===== config.mk =====
export PLATFORM = sky130hd
export DESIGN_NAME = el2_dec_trigger_seq
export DESIGN_NICKNAME = d
export VERILOG_FILES = /design/src/rtl/el2_pkg.sv /design/src/rtl/el2_trig_cmp.sv /design/src/rtl/el2_dec_trigger_seq.sv
export SDC_FILE = /design/constraint.sdc
export NUM_CORES = 1
export LEC_CHECK = 0
export CAP_MARGIN = 10
export CORE_MARGIN = 1
export CORE_UTILIZATION = 30
export CTS_CLUSTER_SIZE = 24
export DETAILED_ROUTE_END_ITERATION = 16
export PLACE_DENSITY = 0.67
export RECOVER_POWER = 25
export SYNTH_ARGS = -nofsm -noshare
export SYNTH_HDL_FRONTEND = slang
export SYNTH_SLANG_ARGS = --single-unit

===== constraint.sdc =====
create_clock -name clk -period 7.45 [get_ports clk]
set_clock_uncertainty 0.2 [all_clocks]
set_input_delay 0.745 -clock clk [delete_from_list [all_inputs] [get_ports clk]]
set_output_delay 0.745 -clock clk [all_outputs]
set_load 0.05 [all_outputs]

===== src/rtl/el2_pkg.sv =====
// el2_pkg
//   Shared types and constants for the decode-stage instruction-address
//   trigger unit.
//   - el2_trig_cfg_t : per-trigger configuration (select, execute, m, mode,
//                      chain, tdata2, count)
//   - TRIG_EQ/MASK/GE/LT : compare mode encodings
//   - trig_ignore_bits : bit-ignore vector for the masked (NAPOT-style) mode
package el2_pkg;

  localparam int TRIG_CNT_W = 8;

  localparam logic [1:0] TRIG_EQ   = 2'b00;
  localparam logic [1:0] TRIG_MASK = 2'b01;
  localparam logic [1:0] TRIG_GE   = 2'b10;
  localparam logic [1:0] TRIG_LT   = 2'b11;

  typedef struct packed {
    logic                  select;
    logic                  execute;
    logic                  m;
    logic [1:0]            mode;
    logic                  chain;
    logic [31:0]           tdata2;
    logic [TRIG_CNT_W-1:0] count;
  } el2_trig_cfg_t;

  // Bit k is ignored when every lower tdata2 bit is one. The empty prefix
  // counts as all ones, so bit 0 is always ignored.
  function automatic logic [31:0] trig_ignore_bits(input logic [31:0] tdata2);
    logic [31:0] ign;
    logic        ones;
    ign  = '0;
    ones = 1'b1;
    for (int k = 0; k < 32; k++) begin
      ign[k] = ones;
      ones   = ones & tdata2[k];
    end
    return ign;
  endfunction

endpackage


===== src/rtl/el2_trig_cmp.sv =====
// el2_trig_cmp
//   Single-trigger address comparator, purely combinational.
//   Ports:
//     en     in  1   trigger enabled for the current decode instruction
//     mode   in  2   compare mode (TRIG_EQ/MASK/GE/LT)
//     tdata2 in  32  compare value
//     data   in  32  value under test
//     raw    out 1   en & compare result
module el2_trig_cmp
  import el2_pkg::*;
(
  input  logic        en,
  input  logic [1:0]  mode,
  input  logic [31:0] tdata2,
  input  logic [31:0] data,
  output logic        raw
);

  logic        cmp;
  logic [31:0] ign;

  always_comb begin
    cmp = 1'b0;
    ign = trig_ignore_bits(tdata2);
    case (mode)
      TRIG_EQ:   cmp = (data == tdata2);
      TRIG_MASK: cmp = (((data ^ tdata2) & ~ign) == 32'h0);
      TRIG_GE:   cmp = (data >= tdata2);
      TRIG_LT:   cmp = (data <  tdata2);
      default:   cmp = 1'b0;
    endcase
    raw = en & cmp;
  end

endmodule


===== src/rtl/el2_dec_trigger_seq.sv =====
// el2_dec_trigger_seq
//   Decode-stage instruction-address trigger unit with chaining, per-group
//   hit counting and a registered D->X match vector.
//   Ports:
//     clk, rst                in   clock, synchronous active-high reset
//     trig_cfg[NUM_TRIG]      in   per-trigger configuration
//     cfg_wr                  in   load counter i from trig_cfg[i].count
//     dec_i0_valid_d          in   i0 valid in decode
//     dec_i0_pc_d             in   i0 PC [31:1]
//     dec_i0_stall_d          in   decode held
//     dec_tlu_flush           in   kill decode instruction
//     hit_clr                 in   clear sticky hit i
//     dec_i0_trigger_match_x  out  registered fire vector for instruction in X
//     trig_hit                out  sticky per-trigger hit status
module el2_dec_trigger_seq
  import el2_pkg::*;
#(
  parameter int NUM_TRIG = 4,
  parameter int CNT_W    = TRIG_CNT_W
) (
  input  logic                clk,
  input  logic                rst,
  input  el2_trig_cfg_t       trig_cfg [NUM_TRIG],
  input  logic [NUM_TRIG-1:0] cfg_wr,
  input  logic                dec_i0_valid_d,
  input  logic [31:1]         dec_i0_pc_d,
  input  logic                dec_i0_stall_d,
  input  logic                dec_tlu_flush,
  input  logic [NUM_TRIG-1:0] hit_clr,
  output logic [NUM_TRIG-1:0] dec_i0_trigger_match_x,
  output logic [NUM_TRIG-1:0] trig_hit
);

  localparam int IDX_W = (NUM_TRIG > 1) ? $clog2(NUM_TRIG) : 1;

  logic                adv;
  logic [NUM_TRIG-1:0] en;
  logic [31:0]         data [NUM_TRIG];
  logic [NUM_TRIG-1:0] raw;
  logic [NUM_TRIG-1:0] chain_eff;
  logic [NUM_TRIG-1:0] acc;
  logic [NUM_TRIG-1:0] grp_ok;
  logic [NUM_TRIG-1:0] is_head;
  logic [IDX_W-1:0]    head_idx [NUM_TRIG];
  logic [NUM_TRIG-1:0] fire;

  logic [CNT_W-1:0]    cnt_q [NUM_TRIG];
  logic [CNT_W-1:0]    cnt_d [NUM_TRIG];
  logic [NUM_TRIG-1:0] match_x_q, match_x_d;
  logic [NUM_TRIG-1:0] trig_hit_q, trig_hit_d;

  assign adv = dec_i0_valid_d & ~dec_i0_stall_d & ~dec_tlu_flush;

  for (genvar g = 0; g < NUM_TRIG; g++) begin : g_cmp
    assign en[g]   = trig_cfg[g].execute & trig_cfg[g].m & ~trig_cfg[g].select & dec_i0_valid_d;
    assign data[g] = {dec_i0_pc_d, trig_cfg[g].tdata2[0]};

    el2_trig_cmp u_cmp (
      .en     (en[g]),
      .mode   (trig_cfg[g].mode),
      .tdata2 (trig_cfg[g].tdata2),
      .data   (data[g]),
      .raw    (raw[g])
    );
  end

  // Chain groups: a forward pass ANDs raw along each group (acc is complete
  // at the group tail) and records the head index; a backward pass copies
  // the tail result to every member.
  always_comb begin
    chain_eff = '0;
    acc       = '0;
    grp_ok    = '0;
    is_head   = '0;
    for (int i = 0; i < NUM_TRIG; i++) head_idx[i] = '0;

    for (int i = 0; i < NUM_TRIG - 1; i++) chain_eff[i] = trig_cfg[i].chain;

    is_head[0] = 1'b1;
    acc[0]     = raw[0];
    for (int i = 1; i < NUM_TRIG; i++) begin
      if (!chain_eff[i-1]) begin
        is_head[i]  = 1'b1;
        head_idx[i] = IDX_W'(i);
        acc[i]      = raw[i];
      end else begin
        head_idx[i] = head_idx[i-1];
        acc[i]      = acc[i-1] & raw[i];
      end
    end

    grp_ok[NUM_TRIG-1] = acc[NUM_TRIG-1];
    for (int i = NUM_TRIG - 2; i >= 0; i--) begin
      grp_ok[i] = chain_eff[i] ? grp_ok[i+1] : acc[i];
    end
  end

  // Only the head counter of a group gates and counts. A counter at 0 or 1
  // lets the match through and reloads, so it never decrements past 1.
  always_comb begin
    fire = '0;
    for (int i = 0; i < NUM_TRIG; i++) begin
      fire[i] = grp_ok[i] & (cnt_q[head_idx[i]] <= CNT_W'(1)) & ~cfg_wr[head_idx[i]];
    end

    for (int i = 0; i < NUM_TRIG; i++) begin
      cnt_d[i] = cnt_q[i];
      if (cfg_wr[i]) begin
        cnt_d[i] = CNT_W'(trig_cfg[i].count);
      end else if (is_head[i] && adv && grp_ok[i]) begin
        cnt_d[i] = (cnt_q[i] <= CNT_W'(1)) ? CNT_W'(trig_cfg[i].count)
                                            : cnt_q[i] - CNT_W'(1);
      end
    end

    match_x_d  = adv ? fire : '0;
    trig_hit_d = (trig_hit_q & ~hit_clr) | match_x_d;
  end

  always_ff @(posedge clk) begin
    if (rst) begin
      match_x_q  <= '0;
      trig_hit_q <= '0;
      for (int i = 0; i < NUM_TRIG; i++) cnt_q[i] <= '0;
    end else begin
      match_x_q  <= match_x_d;
      trig_hit_q <= trig_hit_d;
      for (int i = 0; i < NUM_TRIG; i++) cnt_q[i] <= cnt_d[i];
    end
  end

  assign dec_i0_trigger_match_x = match_x_q;
  assign trig_hit               = trig_hit_q;

endmodule


==> results.txt <==
Ports - 236
Wirelength per Cell - 17.6 um
met3 usage - 3.48%
failing checks - max-capacitance violations, max-slew violations
CTS clock-pin slew for the worst setup and hold paths - 0.06 ns
Slew Limit Fails - 14
Worst EP required - 7.44 ns
Peak VDD IR - 102 uV
Synth Area in Adders - 22.6%
Final nets - 1646
Setup crit end kind - flip-flop
initial antenna violation count - 3
Compound-Gate Fraction of Synth Area - 29.8%
Seq/Total Area, Yosys - 10.9%
Distinct cells, synth - 76
Final Setup Violations - 0
fin crit share - 79.8%
Synthesis Warnings - 0
Power Dens Cells - 102 mW/mm^2
Vias/cell - 5.55
crit path max fanout - 15
run status - complete, but fails checks
GR peak layer - met2
Hold WC Path Type - flip-flop to flip-flop
RSZ-0062 raised after global routing - false
vias in the first global route - 8684
Worst Tran Pin Value - 1.85 ns
DIE WIDTH - 158 um
# hold bufs at CTS - 0
pin count of the biggest net entering global routing - 33
Critical Path Max Stage Delay - 1.57 ns
Area Growth Syn to Fin - 39.1%
worst rel slew slack - -24.3%
setup bufs post-CTS - 0
critical path startpoint category - input pin
Via Count - 8925
total power - 1.04 mW
H-tree lvl count - 2
Die ar. - 0.0250 sq mm
worst-skew pair later-pin latency - 0.29 ns
largest family of logic cells by synthesized area - compound AO/OA/AOI/OAI gates
met1 Usage GRT - 28.6%
Clock Tree Buf Depth - 2
share of cells above drive strength 1 - 3.26%
TritonCTS clock tree - built
max cap viols - 1
setup TNS - 0 ns
worst setup path category - input pin to flip-flop
ys async rst share - 0%
WL final - 28.3 mm
Post-synth EDFFs - 0
cells resized by post-CTS repair - 0
post-route ant nets - 0
syn_nets - 1417
Cell Area, Synth - 0.00731 sq mm
most frequent cells in the layout - clkdlybuf4s50_1 (225), inv_1 (145), ha_1 (132), a21oi_1 (96), nor2_1 (86)
Worst path slowest cell - nor4_1
Finished Layout Cells - 1609
final hold vios - 0
1st-pass router iterations - 5
placed instance count - 1598
DRC - 0
Post-Synth Simple-Gate Area - 27.7%
Most common cell on crit path - nand4_1
IO Port Bufs - 234
core area - 0.0237 sq mm
met2 Track Usage GR - 38.3%
Avg Inst Size Synth - 6.92 sq um
die height - 158 um
TritonCTS Buffers - 5
std cell rows - 56
DP HPWL - 24.5 mm
clk sinks - 40
global route overflow - 0
cell leakage power - 4.37 nW
Final Critical Period - 5.95 ns
worst path cell trace - dlygate4sd3_1 > nand4_1 > nor4_1 > a41oi_1 > a211oi_1 > nand4_1 > o211ai_1 > o21ai_0 > clkbuf_1 > a21oi_1 > o2111ai_1 > buf_4 > a221o_1 > a31o_2
CTS root buf - clkbuf_16
fmax - 168 MHz
global-route wire length before repair - 43.8 mm
commonest non-fill, non-tap cell in the layout - clkdlybuf4s50_1
Primary FF master, synth - dfxtp_1
Initial Utilization - 30.9%
mux cell area share after synthesis - 0.582%
GP Congestion - 0.921
All-Layer GR Usage - 22.5%
Arr. time, crit path - 5.94 ns
1st-iter DRT viols - 527
post-synthesis xor/xnor area fraction - 0%
#FFs+latches synth - 40
cells after synthesis - 1057
worst max-delay path: cells and delay by family:
kind,cells,cell delay [ns]
and+or+nand+nor,3,2.03
buffers and inverters,3,1.05
AOI/OAI and AO/OA,8,2.09
per-layer routing:
layer / wire (um) / part of all wire [%]
met1: 12400 / 44
met2: 13200 / 47
met3: 1880 / 6.6
met4: 767 / 2.7
met5: 17 / 0.060
cell families after synthesis:
family	count (synthesis)
AOI/OAI and AO/OA	328
adders and majority gates	132
buffers and inverters	163
DFF	40
muxes	4
and+or+nand+nor	390
metrics by stage:
step           util (%)  setup slack (ns)  instance area [sq um]  hold WS (ns)
2_1_floorplan         -              3.40                   7310         0.244
3_5_place_dp       42.3              2.03                  10000         0.238
6_report           43.0              1.50                  10200         0.246
4_1_cts            43.0              2.33                  10200         0.252
5_1_grt            42.9              1.05                  10200         0.268
3_3_place_gp       42.3              2.04                  10000         0.235
where the power goes:
| part | internal, mW | leakage (nW) | total (mW) | switching, mW |
|---|---|---|---|---|
| clock network | 0.132 | 0.0766 | 0.226 | 0.0937 |
| logic | 0.271 | 3.96 | 0.569 | 0.299 |
| registers | 0.231 | 0.329 | 0.246 | 0.0152 |
final cells by class:
class | instances | area [sq um]
fill | 2505 | 13500
multi-input combinational | 854 | 5890
antenna | 3 | 7.51
inverter | 146 | 548
clock inverter | 2 | 10.0
timing repair buffer | 239 | 2380
sequential | 40 | 801
clock buffer | 6 | 139
tap | 319 | 399
synthesized netlist by cell type, types with 5 or more instances:
cell type	count	area, sq um
a31oi_1	21	131
or3_1	6	37.5
a211oi_1	19	143
nor4_1	28	175
or2_2	10	62.6
o21ai_0	52	260
nor3_1	40	200
nand4_1	38	238
inv_1	145	544
o2111ai_1	9	78.8
a22oi_1	5	37.5
nand2_1	77	289
ha_1	132	1650
nand2b_1	6	37.5
nor2_1	86	323
o22ai_1	7	43.8
o211ai_1	23	173
dfxtp_1	40	801
a21oi_1	96	480
nand3_1	49	245
o31ai_1	7	52.6
and4_1	5	43.8
o21a_1	6	45.0
a41oi_1	7	61.3
and3_1	12	75.1
clkbuf_1	13	48.8
a21o_1	19	143
a311oi_1	5	43.8
worst paths after layout:
check,from,endpoint,slack (ns),cells after the start
min reg2reg,trig_hit[3],trig_hit[3],0.25,1
max reg2reg,cnt_q[1][4],trig_hit[3],4.50,9
min,trig_hit[3],trig_hit[3],0.25,1
max,trig_cfg[8],cnt_q[1][7],1.50,14
state kept, by name, summed over array words and instances (netlist names):
signal,count
cnt_q,32
trig_hit,4
dec_i0_trigger_match_x,4
Note: power is estimated with default switching activity, not from simulation.
